File: src/rtl/quad_gen_pkg.sv
// Shared types for the quadrature generator: Gray-code phase encoding,
// generator FSM states and the cw/ccw phase successor functions.
package quad_gen_pkg;

    // Encodings chosen so that bit 1 is phase A and bit 0 is phase B.
    typedef enum logic [1:0] {
        PH00 = 2'b00,
        PH10 = 2'b10,
        PH11 = 2'b11,
        PH01 = 2'b01
    } phase_t;

    typedef enum logic {
        IDLE  = 1'b0,
        DWELL = 1'b1
    } gen_state_t;

    function automatic phase_t next_cw(input phase_t ph);
        case (ph)
            PH00:    return PH10;
            PH10:    return PH11;
            PH11:    return PH01;
            PH01:    return PH00;
            default: return PH00;
        endcase
    endfunction

    function automatic phase_t next_ccw(input phase_t ph);
        case (ph)
            PH00:    return PH01;
            PH01:    return PH11;
            PH11:    return PH10;
            PH10:    return PH00;
            default: return PH00;
        endcase
    endfunction

endpackage

File: src/rtl/sat_accum.sv
// Signed saturating accumulator for pending quarter-steps: +STEP on inc,
// -STEP on dec, one count toward zero on step_toward_zero, clamped to +/-(2^(W-1)-1).
module sat_accum #(
    parameter int PEND_W = 8,
    parameter int STEP   = 4
) (
    input  logic              clk,
    input  logic              reset,
    input  logic              inc,
    input  logic              dec,
    input  logic              step_toward_zero,
    output logic [PEND_W-1:0] value,
    output logic              sat,
    output logic              nz_next
);
    localparam int MAX_I = (2 ** (PEND_W - 1)) - 1;
    localparam logic signed [PEND_W:0] MAX_V  = MAX_I[PEND_W:0];
    localparam logic signed [PEND_W:0] MIN_V  = -MAX_V;
    localparam logic signed [PEND_W:0] STEP_V = STEP[PEND_W:0];
    localparam logic signed [PEND_W:0] ONE_V  = {{PEND_W{1'b0}}, 1'b1};
    localparam logic signed [PEND_W:0] ZERO_V = {(PEND_W + 1){1'b0}};

    logic signed [PEND_W-1:0] r_value;
    logic signed [PEND_W:0]   w_ext;
    logic signed [PEND_W:0]   w_delta;
    logic signed [PEND_W:0]   w_toward;
    logic signed [PEND_W:0]   w_sum;
    logic signed [PEND_W-1:0] w_next;

    // Request and emission contributions summed one bit wide, then clamped.
    always_comb begin
        w_ext    = {r_value[PEND_W-1], r_value};
        w_delta  = ZERO_V;
        w_toward = ZERO_V;
        if (inc && !dec) begin
            w_delta = STEP_V;
        end else if (dec && !inc) begin
            w_delta = -STEP_V;
        end else begin
            w_delta = ZERO_V;
        end
        if (step_toward_zero && (|r_value)) begin
            if (r_value[PEND_W-1]) begin
                w_toward = ONE_V;
            end else begin
                w_toward = -ONE_V;
            end
        end else begin
            w_toward = ZERO_V;
        end
        w_sum  = w_ext + w_delta + w_toward;
        sat    = 1'b0;
        w_next = w_sum[PEND_W-1:0];
        if (w_sum > MAX_V) begin
            w_next = MAX_V[PEND_W-1:0];
            sat    = 1'b1;
        end else if (w_sum < MIN_V) begin
            w_next = MIN_V[PEND_W-1:0];
            sat    = 1'b1;
        end else begin
            w_next = w_sum[PEND_W-1:0];
            sat    = 1'b0;
        end
        nz_next = |w_next;
    end

    always_ff @(posedge clk) begin
        if (reset) begin
            r_value <= {PEND_W{1'b0}};
        end else begin
            r_value <= w_next;
        end
    end

    assign value = r_value;

endmodule

File: src/rtl/quad_encoder_gen.sv
// Quadrature A/B transmitter: buffers cw/ccw step requests and replays them
// as Gray-code phase transitions separated by at least PHASE_CYCLES+1 clocks.
module quad_encoder_gen
    import quad_gen_pkg::*;
#(
    parameter int QSTEPS_PER_REQ = 4,
    parameter int PHASE_CYCLES   = 5000,
    parameter int PEND_W         = 8
) (
    input  logic              CLOCK_50,
    input  logic              reset,
    input  logic              cw,
    input  logic              ccw,
    input  logic              clear_ovf,
    output logic              a,
    output logic              b,
    output logic              busy,
    output logic              overflow,
    output logic [PEND_W-1:0] pending
);
    localparam int TMR_W      = (PHASE_CYCLES > 1) ? $clog2(PHASE_CYCLES) : 1;
    localparam int TMR_LOAD_I = PHASE_CYCLES - 1;
    localparam logic [TMR_W-1:0] TMR_LOAD = TMR_LOAD_I[TMR_W-1:0];
    localparam logic [TMR_W-1:0] TMR_ZERO = {TMR_W{1'b0}};
    localparam logic [TMR_W-1:0] TMR_ONE  = TMR_W'(1'b1);

    gen_state_t        r_state;
    gen_state_t        w_state_nx;
    logic [TMR_W-1:0]  r_timer;
    logic [TMR_W-1:0]  w_timer_nx;
    phase_t            r_phase;
    phase_t            w_phase_nx;
    logic              r_busy;
    logic              r_ovf;
    logic              w_emit;
    logic              w_sat;
    logic              w_nz_next;
    logic [PEND_W-1:0] w_pend;

    sat_accum #(
        .PEND_W (PEND_W),
        .STEP   (QSTEPS_PER_REQ)
    ) u_accum (
        .clk              (CLOCK_50),
        .reset            (reset),
        .inc              (cw),
        .dec              (ccw),
        .step_toward_zero (w_emit),
        .value            (w_pend),
        .sat              (w_sat),
        .nz_next          (w_nz_next)
    );

    // Emission decision: direction follows the sign of pending at each IDLE visit.
    always_comb begin
        w_state_nx = r_state;
        w_timer_nx = r_timer;
        w_phase_nx = r_phase;
        w_emit     = 1'b0;
        case (r_state)
            IDLE: begin
                if (|w_pend) begin
                    w_emit     = 1'b1;
                    w_state_nx = DWELL;
                    w_timer_nx = TMR_LOAD;
                    if (w_pend[PEND_W-1]) begin
                        w_phase_nx = next_ccw(r_phase);
                    end else begin
                        w_phase_nx = next_cw(r_phase);
                    end
                end else begin
                    w_state_nx = IDLE;
                end
            end
            DWELL: begin
                if (r_timer == TMR_ZERO) begin
                    w_state_nx = IDLE;
                end else begin
                    w_timer_nx = r_timer - TMR_ONE;
                end
            end
            default: begin
                w_state_nx = IDLE;
                w_timer_nx = TMR_ZERO;
            end
        endcase
    end

    always_ff @(posedge CLOCK_50) begin
        if (reset) begin
            r_state <= IDLE;
            r_timer <= TMR_ZERO;
            r_phase <= PH00;
            r_busy  <= 1'b0;
            r_ovf   <= 1'b0;
        end else begin
            r_state <= w_state_nx;
            r_timer <= w_timer_nx;
            r_phase <= w_phase_nx;
            r_busy  <= (w_state_nx == DWELL) || w_nz_next;
            // A saturating request outranks a simultaneous clear.
            if (w_sat) begin
                r_ovf <= 1'b1;
            end else if (clear_ovf) begin
                r_ovf <= 1'b0;
            end else begin
                r_ovf <= r_ovf;
            end
        end
    end

    assign a        = r_phase[1];
    assign b        = r_phase[0];
    assign busy     = r_busy;
    assign overflow = r_ovf;
    assign pending  = w_pend;

endmodule
File: config.mk
export PLATFORM = sky130hd
export DESIGN_NAME = quad_encoder_gen
export DESIGN_NICKNAME = d
export VERILOG_FILES = /design/src/rtl/quad_gen_pkg.sv /design/src/rtl/sat_accum.sv /design/src/rtl/quad_encoder_gen.sv
export SDC_FILE = /design/constraint.sdc
export NUM_CORES = 1
export LEC_CHECK = 0
export BUFFER_PORTS_ARGS = -buffer_cell sky130_fd_sc_hd__buf_4
export CAP_MARGIN = 20
export CORE_ASPECT_RATIO = 0.8
export CORE_MARGIN = 4
export CORE_UTILIZATION = 63
export DETAILED_ROUTE_END_ITERATION = 8
export PLACE_DENSITY = 0.84
export REMOVE_ABC_BUFFERS = 1
export SYNTH_ARGS = -nofsm -noshare
export SYNTH_HDL_FRONTEND = slang
export SYNTH_SLANG_ARGS = --single-unit
File: constraint.sdc
create_clock -name CLOCK_50 -period 9.7 [get_ports CLOCK_50]
set_input_delay 0.97 -clock CLOCK_50 [delete_from_list [all_inputs] [get_ports CLOCK_50]]
set_output_delay 0.97 -clock CLOCK_50 [all_outputs]
set_load 0.005 [all_outputs]
==> impl_results.md <==
- Post-synth ARST share: 0
- # diodes: 0
- Yosys reg bits: 26
- Crit path capture type: register
- Synth warnings: 0
- Via count: 1,516
- Synth top area cells: dfxtp_1 30%, ha_1 12%, xnor2_1 5.5%
- Skew-Pair Late Insertion Delay: 0.32 ns
- Setup CP Type: reg2reg
- Die area: 3700 sq um
- Hold Crit Class: reg2reg
- Outcome: finished clean
- Die Height: 55.2 um
- FMAX: 247 MHz
- Period utilisation layout: 0.417
- DR WL/cell: 14.6 um
- Post-DP HPWL: 2960 um
- I/O Pins: 17
- Synth-to-Final Area Change: 9.76%
- Routability cong.: 0.895
- # resized after CTS: 0
- Setup bufs post-CTS: 0
- Max stage delay cell, worst path: o311ai_2
- Cts-stage hold buffer count: 0
- Crit-path cells: nor4_1 > a21o_1 > nor2_1 > xor2_1 > ha_1 > ha_1 > nor2b_1 > o211a_1 > o311ai_2 > o31ai_1 > and3_4 > o31ai_2
- Worst clock skew: 0.0168 ns
- DR vias/cell: 6.04
- Mapped Area: 1760 sq um
- Antenna-violating nets left: 0
- # nets final: 239
- Most used flip-flop cell after synthesis: dfxtp_1
- Final min period: 4.05 ns
- Initial Util: 0.686
- FILL cells: 208
- CTS tree: built
- Largest net degree at the start of global routing: 21
- Post-synthesis sequential area ratio: 0.296
- Worst-Margin Slew: 0.861 ns
- H-tree Lvls: 1
- Crit Path Max Fanout: 10
- Synthesized area per cell: 8.74 sq um
- Number of global-route vias before repair: 1,432
- Post-synth top area cell: dfxtp_1
- Routed WL: 3660 um
- Share of cells above drive strength 1: 0.130
- Port Buffer Count: 16
- Hold path cells: 2
- DRC errors left: 0
- Reg2Reg Depth: 12
- Synth top area share: 0.296
- Root Buffer: clkbuf_4
- WP data required: 9.95 ns
- Worst-path clk slew: 0.15 ns
- Clock tree buffer depth: 2
- Setup TNS: 0 ns
- Initial antenna violation count: 0
- Cell Rows: 16
- Most frequent cell after synthesis: dfxtp_1
- Clock sinks: 26
- Max_slew headroom: 0.422
- Most frequent CP cell: ha_1
- Setup violations, final: 0
- RSZ-0062 raised after global routing: false
- Gr usage total: 0.211
- Gate Count Post-Synth: 201
- Die W: 67.0 um
- First-pass GRT wire length: 6180 um
- Post-synth top cells: 26 x dfxtp_1, 18 x nor2_1, 17 x ha_1, 13 x inv_1, 12 x a21oi_1
- Number of synthesized flops with an enable pin: 0
- Arrival time at the worst endpoint: 4.30 ns
- Final Hold Violating Endpoints: 0
- Drt initial violations: 91
- Pre-antenna DRT Iters: 6
- Worst stage delay on the critical path: 0.49 ns
- GRT overflow: 0
- CTS buffer count: 3
- Max Cap Viol: 0
- Core Box Area: 2560 sq um
- Max-slew violation count: 0
- Cell variety after synth: 47
- Critical Path Source Type: register
## stage by stage
| stage | utilization | instance area [sq um] | hold slack (ns) | worst slack (ns) | instances |
|---|---|---|---|---|---|
| after global routing | 0.752 | 1930 | 0.542 | 5.30 | 251 |
| after CTS | 0.752 | 1930 | 0.520 | 5.70 | 251 |
| after detailed placement | 0.738 | 1890 | 0.501 | 5.72 | 247 |
| after floorplan | - | 1730 | 0.456 | 6.08 | 195 |
| final | 0.752 | 1930 | 0.514 | 5.65 | 251 |
| after global placement | 0.738 | 1890 | 0.477 | 5.82 | 247 |
## worst paths after layout
path | startpoint | to | slack, ns
hold reg to reg | r_phase[1] | r_phase[1] | 0.51
setup / recovery | u_accum.value[7] | u_accum.value[6] | 5.65
hold / removal | r_phase[1] | r_phase[1] | 0.51
setup reg to reg | u_accum.value[7] | u_accum.value[6] | 5.65
## worst max-delay path, delay by kind of cell, from the launching register on
kind	cells	cell delay, ns
fa+ha+maj	2	0.66
compound gates	5	1.54
flops	1	0.45
xor+xnor	1	0.38
simple gates	4	0.93
## kinds of logic (layout without fill, tap and decap cells)
group	Yosys count	after routing	share of synthesized area
compound gates	50	50	0.212
flops	26	26	0.296
xor+xnor	17	17	0.0848
fa+ha+maj	18	18	0.132
simple gates	71	71	0.229
buf+inv	19	33	0.0449
## layout by cell type, fill, tap and decap left out, drive strengths merged, types with 3 or more instances in the layout
cell,n
nand3b,3
nand2,11
o21ai,7
dfxtp,26
inv,13
nor3b,3
o21a,3
ha,17
nor3,5
clkbuf,4
a21oi,12
o31ai,7
xnor2,11
a311oi,4
or3,4
nor2b,3
a21o,4
or2b,4
xor2,6
buf,16
nor2,18
nor4,8
a211oi,4
## flip-flops by register name (all words and copies together), names as in the netlist
| signal | flops |
|---|---|
| overflow | 1 |
| r_phase | 2 |
| r_timer | 13 |
| r_state | 1 |
| busy | 1 |
| u_accum.value | 8 |
## layer usage
layer / GRT usage / wire length [um]
met4: 0.0549 / 23
met2: 0.311 / 1540
met5: 0 / 0
met3: 0.0385 / 197
met1: 0.312 / 1910
## cell type report
class | count | area [sq um] | share of cell area
Clock buffer | 4 | 36.3 | 0.0188
Inverter | 13 | 48.8 | 0.0253
Multi-Input combinational cell | 156 | 1160 | 0.600
Sequential cell | 26 | 520 | 0.270
Tap cell | 36 | 45.0 | 0.0234
Timing Repair Buffer | 16 | 120 | 0.0623
Power is not shown: default switching activity piles up to over one toggle a cycle in this logic, so the estimate is an artifact.
